`src/rtl/control_fsm.sv`:
```
// Multi-cycle control FSM for the RV32I core. Sequences the shared
// instruction/data memory, PC, IR, ALU operand muxes and register-file
// writeback, traps on illegal opcodes or stalled memory, and counts
// retired instructions.
module control_fsm #(
  parameter int INSTRET_WIDTH = 32,
  parameter int TIMEOUT       = 16
) (
  input  logic                     clk,
  input  logic                     reset,
  input  logic [6:0]               opcode,
  input  logic                     alu__zero,
  input  logic                     mem_ready,
  output logic                     cfsm__pc_update,
  output logic                     cfsm__ir_write,
  output logic                     cfsm__mem_read,
  output logic                     cfsm__mem_write,
  output logic                     cfsm__adr_src,
  output logic [1:0]               cfsm__alu_src_a,
  output logic [1:0]               cfsm__alu_src_b,
  output logic [1:0]               cfsm__alu_op,
  output logic [1:0]               cfsm__result_src,
  output logic                     cfsm__reg_write,
  output logic                     cfsm__trap,
  output logic [1:0]               trap_cause,
  output logic [3:0]               cfsm__state,
  output logic [INSTRET_WIDTH-1:0] instret
);

  typedef enum logic [3:0] {
    S_FETCH     = 4'd0,
    S_DECODE    = 4'd1,
    S_MEM_ADR   = 4'd2,
    S_MEM_READ  = 4'd3,
    S_MEM_WB    = 4'd4,
    S_MEM_WRITE = 4'd5,
    S_EXEC_R    = 4'd6,
    S_EXEC_I    = 4'd7,
    S_ALU_WB    = 4'd8,
    S_BRANCH    = 4'd9,
    S_JAL       = 4'd10,
    S_LUI       = 4'd11,
    S_TRAP      = 4'd15
  } state_t;

  localparam logic [6:0] OP_LW  = 7'b0000011;
  localparam logic [6:0] OP_SW  = 7'b0100011;
  localparam logic [6:0] OP_R   = 7'b0110011;
  localparam logic [6:0] OP_I   = 7'b0010011;
  localparam logic [6:0] OP_BR  = 7'b1100011;
  localparam logic [6:0] OP_JAL = 7'b1101111;
  localparam logic [6:0] OP_LUI = 7'b0110111;

  localparam logic [1:0] CAUSE_ILLEGAL = 2'b01;
  localparam logic [1:0] CAUSE_TIMEOUT = 2'b10;

  // Wait counter only ever needs to reach TIMEOUT-1.
  localparam int              CNT_W    = (TIMEOUT > 1) ? $clog2(TIMEOUT) : 1;
  localparam logic [CNT_W-1:0] CNT_LAST = CNT_W'((TIMEOUT > 0) ? TIMEOUT - 1 : 0);

  state_t           state;
  state_t           state_nxt;
  logic [1:0]       cause_nxt;
  logic [CNT_W-1:0] wait_cnt;
  logic             wait_st;
  logic             timeout_hit;

  // Raw per-state enables, gated by reset before leaving the block.
  logic pc_update_c;
  logic ir_write_c;
  logic mem_read_c;
  logic mem_write_c;
  logic reg_write_c;

  assign wait_st = (state == S_FETCH) || (state == S_MEM_READ) ||
                   (state == S_MEM_WRITE);
  assign timeout_hit = (TIMEOUT > 0) && wait_st && !mem_ready &&
                       (wait_cnt == CNT_LAST);

  // Next-state and trap-cause selection.
  always_comb begin
    state_nxt = state;
    cause_nxt = trap_cause;
    case (state)
      S_FETCH:     if (mem_ready) state_nxt = S_DECODE;
      S_DECODE: begin
        case (opcode)
          OP_LW, OP_SW: state_nxt = S_MEM_ADR;
          OP_R:         state_nxt = S_EXEC_R;
          OP_I:         state_nxt = S_EXEC_I;
          OP_BR:        state_nxt = S_BRANCH;
          OP_JAL:       state_nxt = S_JAL;
          OP_LUI:       state_nxt = S_LUI;
          default: begin
            state_nxt = S_TRAP;
            cause_nxt = CAUSE_ILLEGAL;
          end
        endcase
      end
      S_MEM_ADR:   state_nxt = (opcode == OP_SW) ? S_MEM_WRITE : S_MEM_READ;
      S_MEM_READ:  if (mem_ready) state_nxt = S_MEM_WB;
      S_MEM_WRITE: if (mem_ready) state_nxt = S_FETCH;
      S_MEM_WB:    state_nxt = S_FETCH;
      S_EXEC_R:    state_nxt = S_ALU_WB;
      S_EXEC_I:    state_nxt = S_ALU_WB;
      S_ALU_WB:    state_nxt = S_FETCH;
      S_BRANCH:    state_nxt = S_FETCH;
      S_JAL:       state_nxt = S_ALU_WB;
      S_LUI:       state_nxt = S_FETCH;
      S_TRAP:      state_nxt = S_TRAP;
      default:     state_nxt = S_FETCH;
    endcase
    // A stalled memory wait overrides the normal "stay" decision.
    if (timeout_hit) begin
      state_nxt = S_TRAP;
      cause_nxt = CAUSE_TIMEOUT;
    end
  end

  // State, wait counter, trap cause and retired-instruction counter.
  always_ff @(posedge clk or negedge reset) begin
    if (!reset) begin
      state      <= S_FETCH;
      wait_cnt   <= '0;
      trap_cause <= 2'b00;
      instret    <= '0;
    end else begin
      state      <= state_nxt;
      trap_cause <= cause_nxt;
      if (wait_st && !mem_ready && (state_nxt == state))
        wait_cnt <= wait_cnt + CNT_W'(1);
      else
        wait_cnt <= '0;
      // Retirement is the return to FETCH; a trap never retires.
      if ((state_nxt == S_FETCH) && (state != S_FETCH))
        instret <= instret + INSTRET_WIDTH'(1);
    end
  end

  // Per-state control decode; unlisted selects default to zero.
  always_comb begin
    pc_update_c      = 1'b0;
    ir_write_c       = 1'b0;
    mem_read_c       = 1'b0;
    mem_write_c      = 1'b0;
    reg_write_c      = 1'b0;
    cfsm__adr_src    = 1'b0;
    cfsm__alu_src_a  = 2'b00;
    cfsm__alu_src_b  = 2'b00;
    cfsm__alu_op     = 2'b00;
    cfsm__result_src = 2'b00;
    case (state)
      S_FETCH: begin
        mem_read_c       = 1'b1;
        cfsm__alu_src_b  = 2'b10;
        cfsm__result_src = 2'b10;
        ir_write_c       = mem_ready;
        pc_update_c      = mem_ready;
      end
      S_DECODE: begin
        cfsm__alu_src_a = 2'b01;
        cfsm__alu_src_b = 2'b01;
      end
      S_MEM_ADR: begin
        cfsm__alu_src_a = 2'b10;
        cfsm__alu_src_b = 2'b01;
      end
      S_MEM_READ: begin
        mem_read_c    = 1'b1;
        cfsm__adr_src = 1'b1;
      end
      S_MEM_WRITE: begin
        mem_write_c   = 1'b1;
        cfsm__adr_src = 1'b1;
      end
      S_MEM_WB: begin
        cfsm__result_src = 2'b01;
        reg_write_c      = 1'b1;
      end
      S_EXEC_R: begin
        cfsm__alu_src_a = 2'b10;
        cfsm__alu_op    = 2'b10;
      end
      S_EXEC_I: begin
        cfsm__alu_src_a = 2'b10;
        cfsm__alu_src_b = 2'b01;
        cfsm__alu_op    = 2'b10;
      end
      S_ALU_WB: reg_write_c = 1'b1;
      S_BRANCH: begin
        cfsm__alu_src_a = 2'b10;
        cfsm__alu_op    = 2'b01;
        pc_update_c     = alu__zero;
      end
      S_JAL: begin
        cfsm__alu_src_a = 2'b01;
        cfsm__alu_src_b = 2'b10;
        pc_update_c     = 1'b1;
      end
      S_LUI: begin
        cfsm__result_src = 2'b11;
        reg_write_c      = 1'b1;
      end
      default: ;
    endcase
  end

  // Enables drop the moment reset goes low, even mid-cycle.
  assign cfsm__pc_update = pc_update_c & reset;
  assign cfsm__ir_write  = ir_write_c  & reset;
  assign cfsm__mem_read  = mem_read_c  & reset;
  assign cfsm__mem_write = mem_write_c & reset;
  assign cfsm__reg_write = reg_write_c & reset;

  assign cfsm__trap  = (state == S_TRAP);
  assign cfsm__state = state;

endmodule

```
`config.mk`:
```
export PLATFORM = sky130hd
export DESIGN_NAME = control_fsm
export DESIGN_NICKNAME = d
export VERILOG_FILES = /design/src/rtl/control_fsm.sv
export SDC_FILE = /design/constraint.sdc
export NUM_CORES = 1
export LEC_CHECK = 0
export ABC_CLOCK_PERIOD_IN_PS = 2400
export CAP_MARGIN = 20
export CORE_UTILIZATION = 49
export CTS_BUF_LIST = sky130_fd_sc_hd__clkbuf_4 sky130_fd_sc_hd__clkbuf_8 sky130_fd_sc_hd__clkbuf_16
export CTS_CLUSTER_SIZE = 25
export DETAILED_ROUTE_END_ITERATION = 10
export PLACE_DENSITY = 0.82
export SYNTH_ARGS = -nofsm -noshare
export SYNTH_HDL_FRONTEND = slang
export SYNTH_SLANG_ARGS = --single-unit
```
`constraint.sdc`:
```
create_clock -name clk -period 2.4 [get_ports clk]
set_input_delay 0.48 -clock clk [delete_from_list [all_inputs] [get_ports clk]]
set_output_delay 0.48 -clock clk [all_outputs]
set_load 0.01 [all_outputs]
```
Word-level counts from Yosys, hierarchy flattened
Cells that the tools add are included.
{ "totals": {"reg_bits": 42, "latch_bits": 0, "ramBits": 0, "romBits": 0, "in_bits": 11, "output_inout_bits": 53, "word_cells": 77, "n_memories": 0} }
{ "op_classes": {"add_sub_neg": 2, "n_mul": 0, "div": 0, "n_lt_le_gt_ge": 0, "n_eq_ne": 22, "shifts": 0, "n_mux": 21, "bitwise_logic": 5, "reduce_logical": 23} }
{ "op_table": {"columns": ["operator", "n"], "rows": [
  ["$add 32x1->32 const B", 1],
  ["$pmux 4 s7", 1],
  ["$eq 4x4->1 const B", 6],
  ["$pmux 4 s6", 1],
  ["$eq 7x6->1 const B", 3],
  ["$mux 4", 5],
  ["$eq 4x3->1 const B", 4],
  ["$eq 7x7->1 const B", 2],
  ["$pmux 2 s2", 3],
  ["$reduce_or 2->1", 6],
  ["$reduce_or 3->1", 3],
  ["$eq 4x2->1 const B", 2],
  ["$logic_not 4->1", 2],
  ["$eq 7x2->1 const B", 1],
  ["$eq 7x5->1 const B", 1],
  ["$reduce_or 7->1", 1],
  ["$mux 2", 3],
  ["$pmux 2 s3", 1],
  ["$and 1x1->1", 5],
  ["$mux 1", 5],
  ["$add 4x1->4 const B", 1],
  ["$eq 4x1->1 const B", 1],
  ["$eq 4x4->1", 1],
  ["$logic_and 1x1->1", 4],
  ["9 further kinds", 10]
]} }

Depth between registers and ports, before layout
{ "depth": {"ltp_word": 9, "mapped_depth": 9, "ltp_nobuf": 7} }

Least setup slack after synthesis
No wires, ideal clock.
{ "synth_timing": {"kind": "flip-flop to flip-flop", "start": "reg state[1], in the netlist cfsm__state[1]", "end": "reg instret[1]", "setup_ps": 125, "arrival_time_ps": 1889, "required_time_ps": 2275, "path_slack_ps": 387, "path_stages_with_launch": 8, "n_path_buf": 2, "synth_period_minus_slack_ps": 2013, "cell_sequence": "dfrtp_1 -> buf_2 -> or4b_1 -> o221ai_1 -> a32oi_2 -> nand4_2 -> buf_2 -> mux2_2"} }
{ "synth_between": {"elab_chain_cells": 8, "word_cells_on_any_way": 22, "cone_classes": "eq/ne: 8; mux: 5; reduce/logical: 9"} }
{ "synth_lines": {"columns": ["element", "line_no", "text"], "rows": [
  ["start: declaration", "61", "state_t state;"],
  ["start signal: assignment", "128", "state <= state_nxt;"],
  ["parallel branches: the longest is 7 deep, another holds $pmux 4 s7", null, null],
  ["$logic_and 1x1->1 (*)", "135", "if ((state_nxt == S_FETCH) && (state != S_FETCH))"],
  ["end signal: assignment", "136", "instret <= instret + INSTRET_WIDTH'(1);"],
  ["end: declaration", "27", "output logic [INSTRET_WIDTH-1:0] instret"]
]} }
Every way passes the cells marked *.
A chain may end at the register's enable or synchronous reset.

Final worst setup path
{ "layout_timing": {"start": "reg state[1], in the netlist cfsm__state[1]", "end": "out cfsm__alu_src_a[0]"} }
{ "layout_between": {"elab_chain_cells": 3, "word_cells_on_any_way": 9, "cone_classes": "eq/ne: 6; mux: 1; reduce/logical: 2"} }
{ "layout_lines": {"columns": ["element", "line_no", "text"], "rows": [
  ["$eq 4x4->1 (tied with other cells)", "152", "case (state)"],
  ["$reduce_or 4->1 (no source line) / $reduce_or 2->1 (equally long branches)", null, null],
  ["$pmux 2 s2 (*)", "152", null],
  ["end: declaration", "19", "output logic [1:0] cfsm__alu_src_a,"]
]} }
Mark *: on every way between the ends. The rest lies on a longest branch, timed or not.

==> summary.txt <==
Synthesis
  • Distinct cells, synth: 55
  • Syn_nets: 289
  • Post-synth EDFFs: 0
  • Area leader, netlist: dfrtp_1
  • Share of the synthesized area in the top cell type: 0.414
  • Syn_area_per_cell: 9.19 µm²
  • Synth warnings: 0
  • Number of synthesized register bits: 42
  • Top_reg_cell synth: dfrtp_1
  • Synthesized area: 2540 µm²
  • Mapped Cells: 276
  • Post-synthesis sequential area ratio: 0.414
  • Post-synth ARST share: 1.00
  • Synth area leaders: dfrtp_1, xor2_1, nor2_1

Critical path
  • Max incr delay on CP: 0.51 ns
  • Critical path class: reg2out
  • Critical Path End Type: output pin
  • Worst EP required: 1.92 ns
  • Most frequent CP cell: nor2_1
  • Max FO, Critical Path: 14
  • Critical path arrival: 1.85 ns
  • Ordered cell list for the critical path: clkinv_1 > nand2_2 > nor2_1 > a21oi_1 > nor2_1 > clkdlybuf4s50_1
  • CP max-delay cell: dfrtp_2
  • Startpoint type of the worst setup path: flop

STA
  • Final worst-path cycle share: 0.973
  • Fin. Hold Viols: 0
  • Final Setup Violations: 0
  • Post-layout minimum cycle time: 2.33 ns
  • Final Worst Setup Slack: 0.0659 ns
  • Slew at the pin closest to its max-slew limit: 0.502 ns
  • Fmax: 0.428 GHz
  • Max transition margin: 0.661
  • RSZ-0062 raised after global routing: yes
  • Slew Limit Fails: 0
  • Clock Skews: 0.00713 ns

Clock tree
  • Clock-pin slew on the worst setup and hold paths: 0.08 ns
  • CTS sink cnt: 42
  • Clk root buf: clkbuf_8
  • CTS tree: yes
  • CTS Buffer Depth: 2
  • Num CTS Buffers: 5
  • Clock latency on the worst-skew pair: 0.30 ns
  • H-tree depth: 2

Routing
  • DRC violations left: 0
  • DRT iter0 DRCs: 204
  • ANT nets after route: 0
  • Via count: 2376
  • Detailed Routing Iterations Pass 1: 4
  • Wire per inst: 15.2 µm
  • Vias per std cell: 5.53
  • Final WL: 6540 µm

Floorplan
  • Die area: 5470 µm²
  • Die Y: 74.0 µm
  • Site Rows: 25
  • Die Wd: 74.0 µm
  • Floorplan core area: 4850 µm²
  • I/O pin count: 64
  • Initial Utilization: 0.523

Placement
  • Hpwl dp: 4600 µm
  • PortBufs: 63
  • Dpl cells: 418
  • Pre-CTS WS: -0.346 ns
  • Placed cell area: 3380 µm²
  • Placer congestion estimate: 0.880

Layout
  • Fin cells: 430
  • Fin nets: 375
  • Finished Cell Area: 3560 µm²
  • Share of layout cells above drive strength 1: 0.168
  • Fill cells: 355
  • Ant. Diodes: 0
  • Synthesis-to-finish area growth: 40.3%

Power and ir drop
  • Overall power: 3.34 mW
  • PD cells: 938 nW/µm²
  • Leakage power: 1.68 nW
  • Worst vdd ir: 0.000618 V

GRT
  • Tot GR Track Use: 0.250
  • Vias in the first global route: 2229
  • Antenna violations before repair: 0
  • Global-route wire length before repair: 10400 µm
  • Largest net degree at the start of global routing: 37
  • GRT Residual Overflow: 0

Min path
  • Worst Hold Class: in2async

Job
  • Max Cap Viol: 0

Status
  • Status: completed
[worst max-delay path: cells and delay by family, from the launching register on]
family,cells,cell delay [ns]
buf+inv,2,0.64
simple gates,3,0.27
compound gates,1,0.13
flops,1,0.51
[metal layers]
metal  GRT usage  share of wire
met1       0.345           0.42
met2       0.386           0.50
met3      0.0407          0.063
met4       0.120          0.021
met5           0              0
[cell usage after synthesis (2+ instances only)]
library cell and count:
and3_1 7, a21oi_1 11, xnor2_1 9, nand2b_1 3, or3_1 3, clkbuf_1 3, nand2_1 26, nor4_4 3
and2_1 2, nand3_1 13, o21bai_1 2, inv_1 10, nor4_1 3, nor3_2 4, ha_1 2, and4_1 2
o21a_1 2, nor3_1 17, nor2b_1 5, nor3b_1 3, nand4_1 3, nor2_1 33, mux2_2 2, dfrtp_1 42
nand4b_1 2, buf_2 6, mux2i_1 2, or2_1 2, o22ai_1 3, xor2_1 26
[kinds of logic after synthesis]
family                     share of synthesized area
adders and majority gates                    0.00986
xor gates and xnor gates                       0.121
AOI/OAI and AO/OA                             0.0804
and+or+nand+nor                                0.318
DFF                                            0.414
muxes                                         0.0168
buffers and inverters                         0.0399
[power breakdown]
part           internal [mW]  switching, mW  leakage, nW
clock                  0.334          0.235       0.0593
sequential             0.811          0.138        0.537
combinational          0.867          0.954         1.08
total                   2.01           1.33         1.68
[metrics by stage]
step / TNS [ns] / util / hold WS (ns)
final: 0 / 0.734 / 0.0354
after global placement: -1.68 / 0.696 / 0.360
after floorplan: 0 / - / 0.184
after detailed placement: -2.76 / 0.696 / 0.358
after global routing: -0.0539 / 0.734 / 0.0548
after CTS: 0 / 0.723 / 0.0352
[state kept, by name, summed over array words and instances (netlist names)]
signal,flops
cfsm__state,4
instret,32
trap_cause,2
wait_cnt,4
[cell type report]
class / count / area, µm² / area share
clock buffer: 7 / 83.8 / 0.0235
clock inverter: 1 / 30.0 / 0.00843
multi-input combinational: 211 / 1420 / 0.398
timing repair buffer: 90 / 845 / 0.237
tap: 67 / 83.8 / 0.0235
sequential: 42 / 1060 / 0.297
inverter: 12 / 45.0 / 0.0126
[path summary, 6_finish.rpt]
check | slack, ns | startpoint | cells past startpoint | to
max reg2reg | 0.14 | cfsm__state[2]$_DFF_PN0_ | 8 | instret[12]$_DFFE_PN0P_
max in group asynchronous | 1.61 | reset | 2 | cfsm__state[2]$_DFF_PN0_
min reg2reg | 0.47 | wait_cnt[0]$_DFF_PN0_ | 1 | wait_cnt[0]$_DFF_PN0_
max | 0.07 | cfsm__state[1]$_DFF_PN0_ | 6 | cfsm__alu_src_a[0]
min in group clk | 0.47 | wait_cnt[0]$_DFF_PN0_ | 1 | wait_cnt[0]$_DFF_PN0_
min | 0.04 | reset | 1 | wait_cnt[3]$_DFF_PN0_
[cell usage in the layout (no fill, tap or decap), drive strengths merged, types with 2 or more instances in the layout]
master         netlist  routed
a21oi               11      11
and2                 3       3
and3                 7       7
and4                 2       2
buf                  8      28
clkbuf               3       8
clkdlybuf4s50        0      56
dfrtp               42      42
dlymetal6s2s         0       4
ha                   2       2
inv                 11      11
mux2                 2       2
mux2i                2       2
nand2               26      26
nand2b               3       3
nand3               13      13
nand4                5       5
nand4b               2       2
nor2                33      33
nor2b                5       5
nor3                21      21
nor3b                4       4
nor4                 6       6
o21a                 2       2
o21ai                2       2
o21bai               2       2
o22ai                3       3
or2                  3       3
or3                  3       3
xnor2                9       9
xor2                26      26
[what timing repair did]
item | CTS | global route
gates resized for setup | 10 | 10
setup buffers | 1 | 3
hold buffers | 0 | 0
endpoints found under the hold margin | 0 | 0
endpoints found under the setup margin | 12 | 9
No activity file was read; power rests on OpenSTA's default activity.
==> variant 1, RTL diff (config.mk and constraints unchanged) <==
`INSTRET_WIDTH`: 32 -> 28.
--- a/src/rtl/control_fsm.sv
+++ b/src/rtl/control_fsm.sv
@@ -4,5 +4,5 @@
 // retired instructions.
 module control_fsm #(
-  parameter int INSTRET_WIDTH = 32,
+  parameter int INSTRET_WIDTH = 28,
   parameter int TIMEOUT       = 16
 ) (
Ports: changed (resized instret); port bits go from 64 to 60. No check against the original RTL was run, so the function may have changed too.
==> variant 1 against the unedited design <==
The run now ends with setup timing left. Synthesized area decreased by 5.4%. Total power increased by 8.6%. Setup slack got worse by 93 ps. Synthesized cell count decreased by 7.6%. Cell area decreased by 0.32%. Sequential cell count decreased by 4. Clock skew decreased by 2.9 ps. Wire length increased by 2.8%.
==> variant 1: results (changes against the unedited design) <==
- The run finished, with violations left.
- The checks that failed: setup timing.
- The leakage power total is 1.60 nW (-4.4%).
- The met3 capacity usage during global routing came to 0.0542 (+0.0135).
- The commonest cells after synthesis are 38 x sky130_fd_sc_hd__dfrtp_1, 28 x sky130_fd_sc_hd__xnor2_1, 20 x sky130_fd_sc_hd__nand4_1, 17 x sky130_fd_sc_hd__nor2_1, 16 x sky130_fd_sc_hd__nand3_1.
- Among cell families on the critical path, the largest total delay comes from simple AND/OR/NAND/NOR gates.
- The number of cells on the worst reg-to-reg path was 9 (+1).
- The count of input and output buffers is 59 (-6.3%).
- The total setup violations reported at the end of the flow was 1 (+1).
- The number of nets in the finished design is 366 (-2.4%).
- The share of power burned in the clock network is 0.119 (-0.051).
- The maximum number of pins on one net before global-route repair is 39 (+5.4%).
- The detail-routed net length per standard cell was 16.0 um (+5.2%).
- The placed instance count is 404 (-3.3%).
- The total length of routed met2 wires came to 3.28 mm (+0.98%).
- The detailed-routed wire length on met3 is 363 um (-12%).
- The post-synthesis net count is 268 (-7.3%).
- The final setup skew is 4.26 ps (-2.87 ps).
- The number of iterations in the first detailed-routing pass is 6 (+2).
- The final critical-path setup slack is -27.3 ps (-93.2 ps).
- The layout cell share with drive strength beyond 1 is 0.227 (+0.0586).
- The maximum cell stage delay along the critical path is 440 ps (-70 ps).
- The portion of total power attributed to sequential cells is 0.236 (-0.048).
- Ranked by total cell area, the synthesized netlist is headed by sky130_fd_sc_hd__dfrtp_1 40%, sky130_fd_sc_hd__xnor2_1 10%, sky130_fd_sc_hd__nand4_1 5.2%.
- The total track usage was 0.248 (-0.00217).
- The routed via count came to 2403 (+1.1%).
- The via-per-instance ratio is 5.72 (+3.5%).
- The actual slew at the worst max-slew pin is 514 ps (+11.9 ps).
- The power consumption is 0.00363 W (+8.6%).
- The share of total power consumed by net switching is 0.390 (-0.00710).
- The total routed wire length on the met1 layer came to 2.94 mm (+7.4%).
- The sequential-to-total area share from yosys stat came to 0.396 (-0.0180).
- The number of filler instances in the final layout is 318 (-10%).
- The buffer count from post-CTS setup fixing is 4 (+3).
- The number of antenna cells inserted is 0 (unchanged).
- The instance area after placement came to 3280 sq um (-2.9%).
- The wire length of the first global-routing pass is 10.1 mm (-3.1%).
- The synthesized netlist cell count is 255 (-7.6%).
- The worst supply voltage drop on vdd is 0.683 mV (+10%).
- The final hold slack was 316 ps (+281 ps).
- The global-route met1 utilization is 0.342 (-0.00298).
- The via count of the first global-routing pass is 2209 (-0.90%).
- The count of instances resized after the clock tree is built came to 20 (+10).
- The sum of net half-perimeters after detailed placement is 4.34 mm (-5.8%).
- The met2 usage was 0.398 (+0.0125).
- The worst setup path startpoint is cfsm__state[0]$_DFF_PN0_.
- The most common flop cell mapped by yosys is sky130_fd_sc_hd__dfrtp_1.
- The final sum of negative setup slack was -27.3 ps (-27.3 ps).
- The worst setup slack before clock tree synthesis is -359 ps (-12.8 ps).
- The number of flip-flops in the largest register is 28 (-13%).
- The violation count after the first detailed-route iteration came to 144 (-29%).
-- variant 1: kinds of logic (layout without fill, tap and decap cells) --
group / count (synthesis) / count (layout) / share of synthesized area
DFF: 38 / 38 / 0.396
AOI/OAI and AO/OA: 28 / 28 / 0.0834
and+or+nand+nor: 127 / 127 / 0.318
xor gates and xnor gates: 33 / 33 / 0.120
adders and majority gates: 2 / 2 / 0.0104
buffers and inverters: 24 / 122 / 0.0573
muxes: 3 / 3 / 0.0141
-- variant 1: final timing paths --
kind | to
max | instret[22]$_DFFE_PN0P_
min | instret[15]$_DFFE_PN0P_
max reg2reg | instret[22]$_DFFE_PN0P_
min reg2reg | wait_cnt[0]$_DFF_PN0_
max in group asynchronous | cfsm__state[0]$_DFF_PN0_
min in group clk | wait_cnt[0]$_DFF_PN0_
-- variant 1: area by class of cell --
type	instances	area, sq um	area share
flip-flops and latches	38	956	0.269
multi-input cells	193	1390	0.391
well taps	67	83.8	0.0236
clock buffers	7	83.8	0.0236
repair buffers	107	1010	0.284
inverters	8	30.0	0.00846
==> variant 2, RTL diff (config.mk and constraints unchanged) <==
Without the edit above. Reset style: synchronous (`reset`), changed in one clocked block.
--- a/src/rtl/control_fsm.sv
+++ b/src/rtl/control_fsm.sv
@@ -119,5 +119,5 @@
 
   // State, wait counter, trap cause and retired-instruction counter.
-  always_ff @(posedge clk or negedge reset) begin
+  always_ff @(posedge clk) begin
     if (!reset) begin
       state      <= S_FETCH;
Behaviour: differs if reset is asserted again (counterexample within 4 cycles, from zero or initial values and one cycle with reset low); with reset held inactive, the same outputs for 10 cycles.
==> variant 2 against the unedited design <==
Cell area rose by 11%. Global-route usage up 3.8 points. Wire length increased by 27%. Sequential cell count is the same. Setup slack got worse by 27 ps. Synthesized area is 7.3% higher. Synthesized cell count increased by 27%. Utilization increased by 1.7 points. Total power rose by 1.3%.
==> variant 2: results (changes against the unedited design) <==
- The fraction of standard cell area that is sequential came to 0.215 (-0.0817).
- The number of nets in the finished design is 467 (+25%).
- The flow ran to the end, and the final reports show no timing, DRC or antenna violations.
- The total track usage is 0.288 (+0.0380).
- The placed instance count is 507 (+21%).
- The total number of multi-input combinational cells is 275 (+30%).
- The number of filler instances in the final layout is 386 (+8.7%).
- The multi-input combinational area share is 0.461 (+0.0628).
- In this design, the largest share of critical-path delay is due to simple AND/OR/NAND/NOR gates.
- The maximum net fanout on the critical path is 6 (-8).
- The total routed wire length on the met1 layer came to 3.36 mm (+23%).
- The count of buffers not belonging to the clock network in the layout is 117 (+30%).
- The relative contribution of combinational cells to total power is 0.608 (+0.062).
- The layout cell share with drive strength beyond 1 came to 0.213 (+0.0451).
- The count of clock buffers in the final design came to 6 (-1).
- The number of distinct library cells after synthesis is 61 (+11%).
- The arrival time of the worst setup path is 2590 ps (+740 ps).
- The reg-to-reg endpoint is instret[10]$_SDFFE_PN0P_.
- The sequential group power is 0.000841 W (-11%).
- The worst supply voltage drop on vdd came to 0.806 mV (+30%).
- The share of synthesized flip-flops with an asynchronous set or reset came to 0 (-1.00).
- The detailed-routed wire length on met3 is 666 um (+62%).
- The worst setup path startpoint is opcode[4].
- The worst setup slack before clock tree synthesis is -578 ps (-232 ps).
- The actual slew at the worst max-slew pin came to 617 ps (+115 ps).
- The buffer count from post-CTS setup fixing came to 7 (+6).
- The via count of the first global-routing pass was 2945 (+32%).
- The maximum number of pins on one net before global-route repair was 30 (-19%).
- The fraction of area in clock buffers and inverters came to 0.0229 (-0.00909).
- The internal reg-to-reg setup slack is 70 ps (-70 ps).
- The synthesized netlist cell count is 351 (+27%).
- The via-per-instance ratio is 6.15 (+11%).
- The commonest cells after synthesis are 42 x sky130_fd_sc_hd__dfxtp_1, 33 x sky130_fd_sc_hd__nand2_1, 32 x sky130_fd_sc_hd__nor2_1, 31 x sky130_fd_sc_hd__a21oi_1, 15 x sky130_fd_sc_hd__clkbuf_1.
- The final setup skew is 12.4 ps (+5.30 ps).
- The ratio of total power to cell area is 860 nW/um^2 (-8.3%).
- The routability-driven placement congestion ratio came to 0.894 (+1.6%).
- The met2 usage is 0.481 (+0.0952).
- The data-path buffer share of cell area in the final layout is 0.266 (+0.0286).
- The total length of routed met2 wires came to 4.05 mm (+25%).
- The maximum cell stage delay along the critical path came to 560 ps (+50 ps).
- The mux cell area share after synthesis came to 0.0225 (+0.00575).
- The adder and majority gate portion of the synthesized area is 0.00919 (-0.000671).
- The sum of net half-perimeters after detailed placement came to 5.87 mm (+28%).
- The global-route met1 utilization is 0.355 (+0.00989).
- The type of the worst min-delay path is reg -> reg.
- The mean cell area of the mapped netlist is 7.76 sq um (-16%).
- The instance area after placement was 3700 sq um (+9.6%).
- The violation count after the first detailed-route iteration came to 289 (+42%).
- The XOR/XNOR share of the synthesized area was 0.0322 (-0.0886).
-- variant 2: changes by cell type after synthesis, sizes merged, moves of 5 or more --
| cell | unedited run | this run |
|---|---|---|
| clkbuf | 3 | 15 |
| dfxtp | 0 | 42 |
| dfrtp | 42 | 0 |
| a21oi | 11 | 31 |
| nand2 | 26 | 33 |
| nor2b | 5 | 10 |
| o21ai | 2 | 11 |
| o31ai | 0 | 12 |
| xor2 | 26 | 4 |
| nor3 | 21 | 6 |
| or4 | 0 | 11 |
-- variant 2: worst max-delay path by stage --
stage | end | slack, ps
6_report | instret[10]$_SDFFE_PN0P_ | 40
5_1_grt | instret[21]$_SDFFE_PN0P_ | -9
4_1_cts | cfsm__mem_write | -10
3_5_place_dp | instret[23]$_SDFFE_PN0P_ | -580
3_3_place_gp | instret[20]$_SDFFE_PN0P_ | -480
2_1_floorplan | instret[23]$_SDFFE_PN0P_ | -80
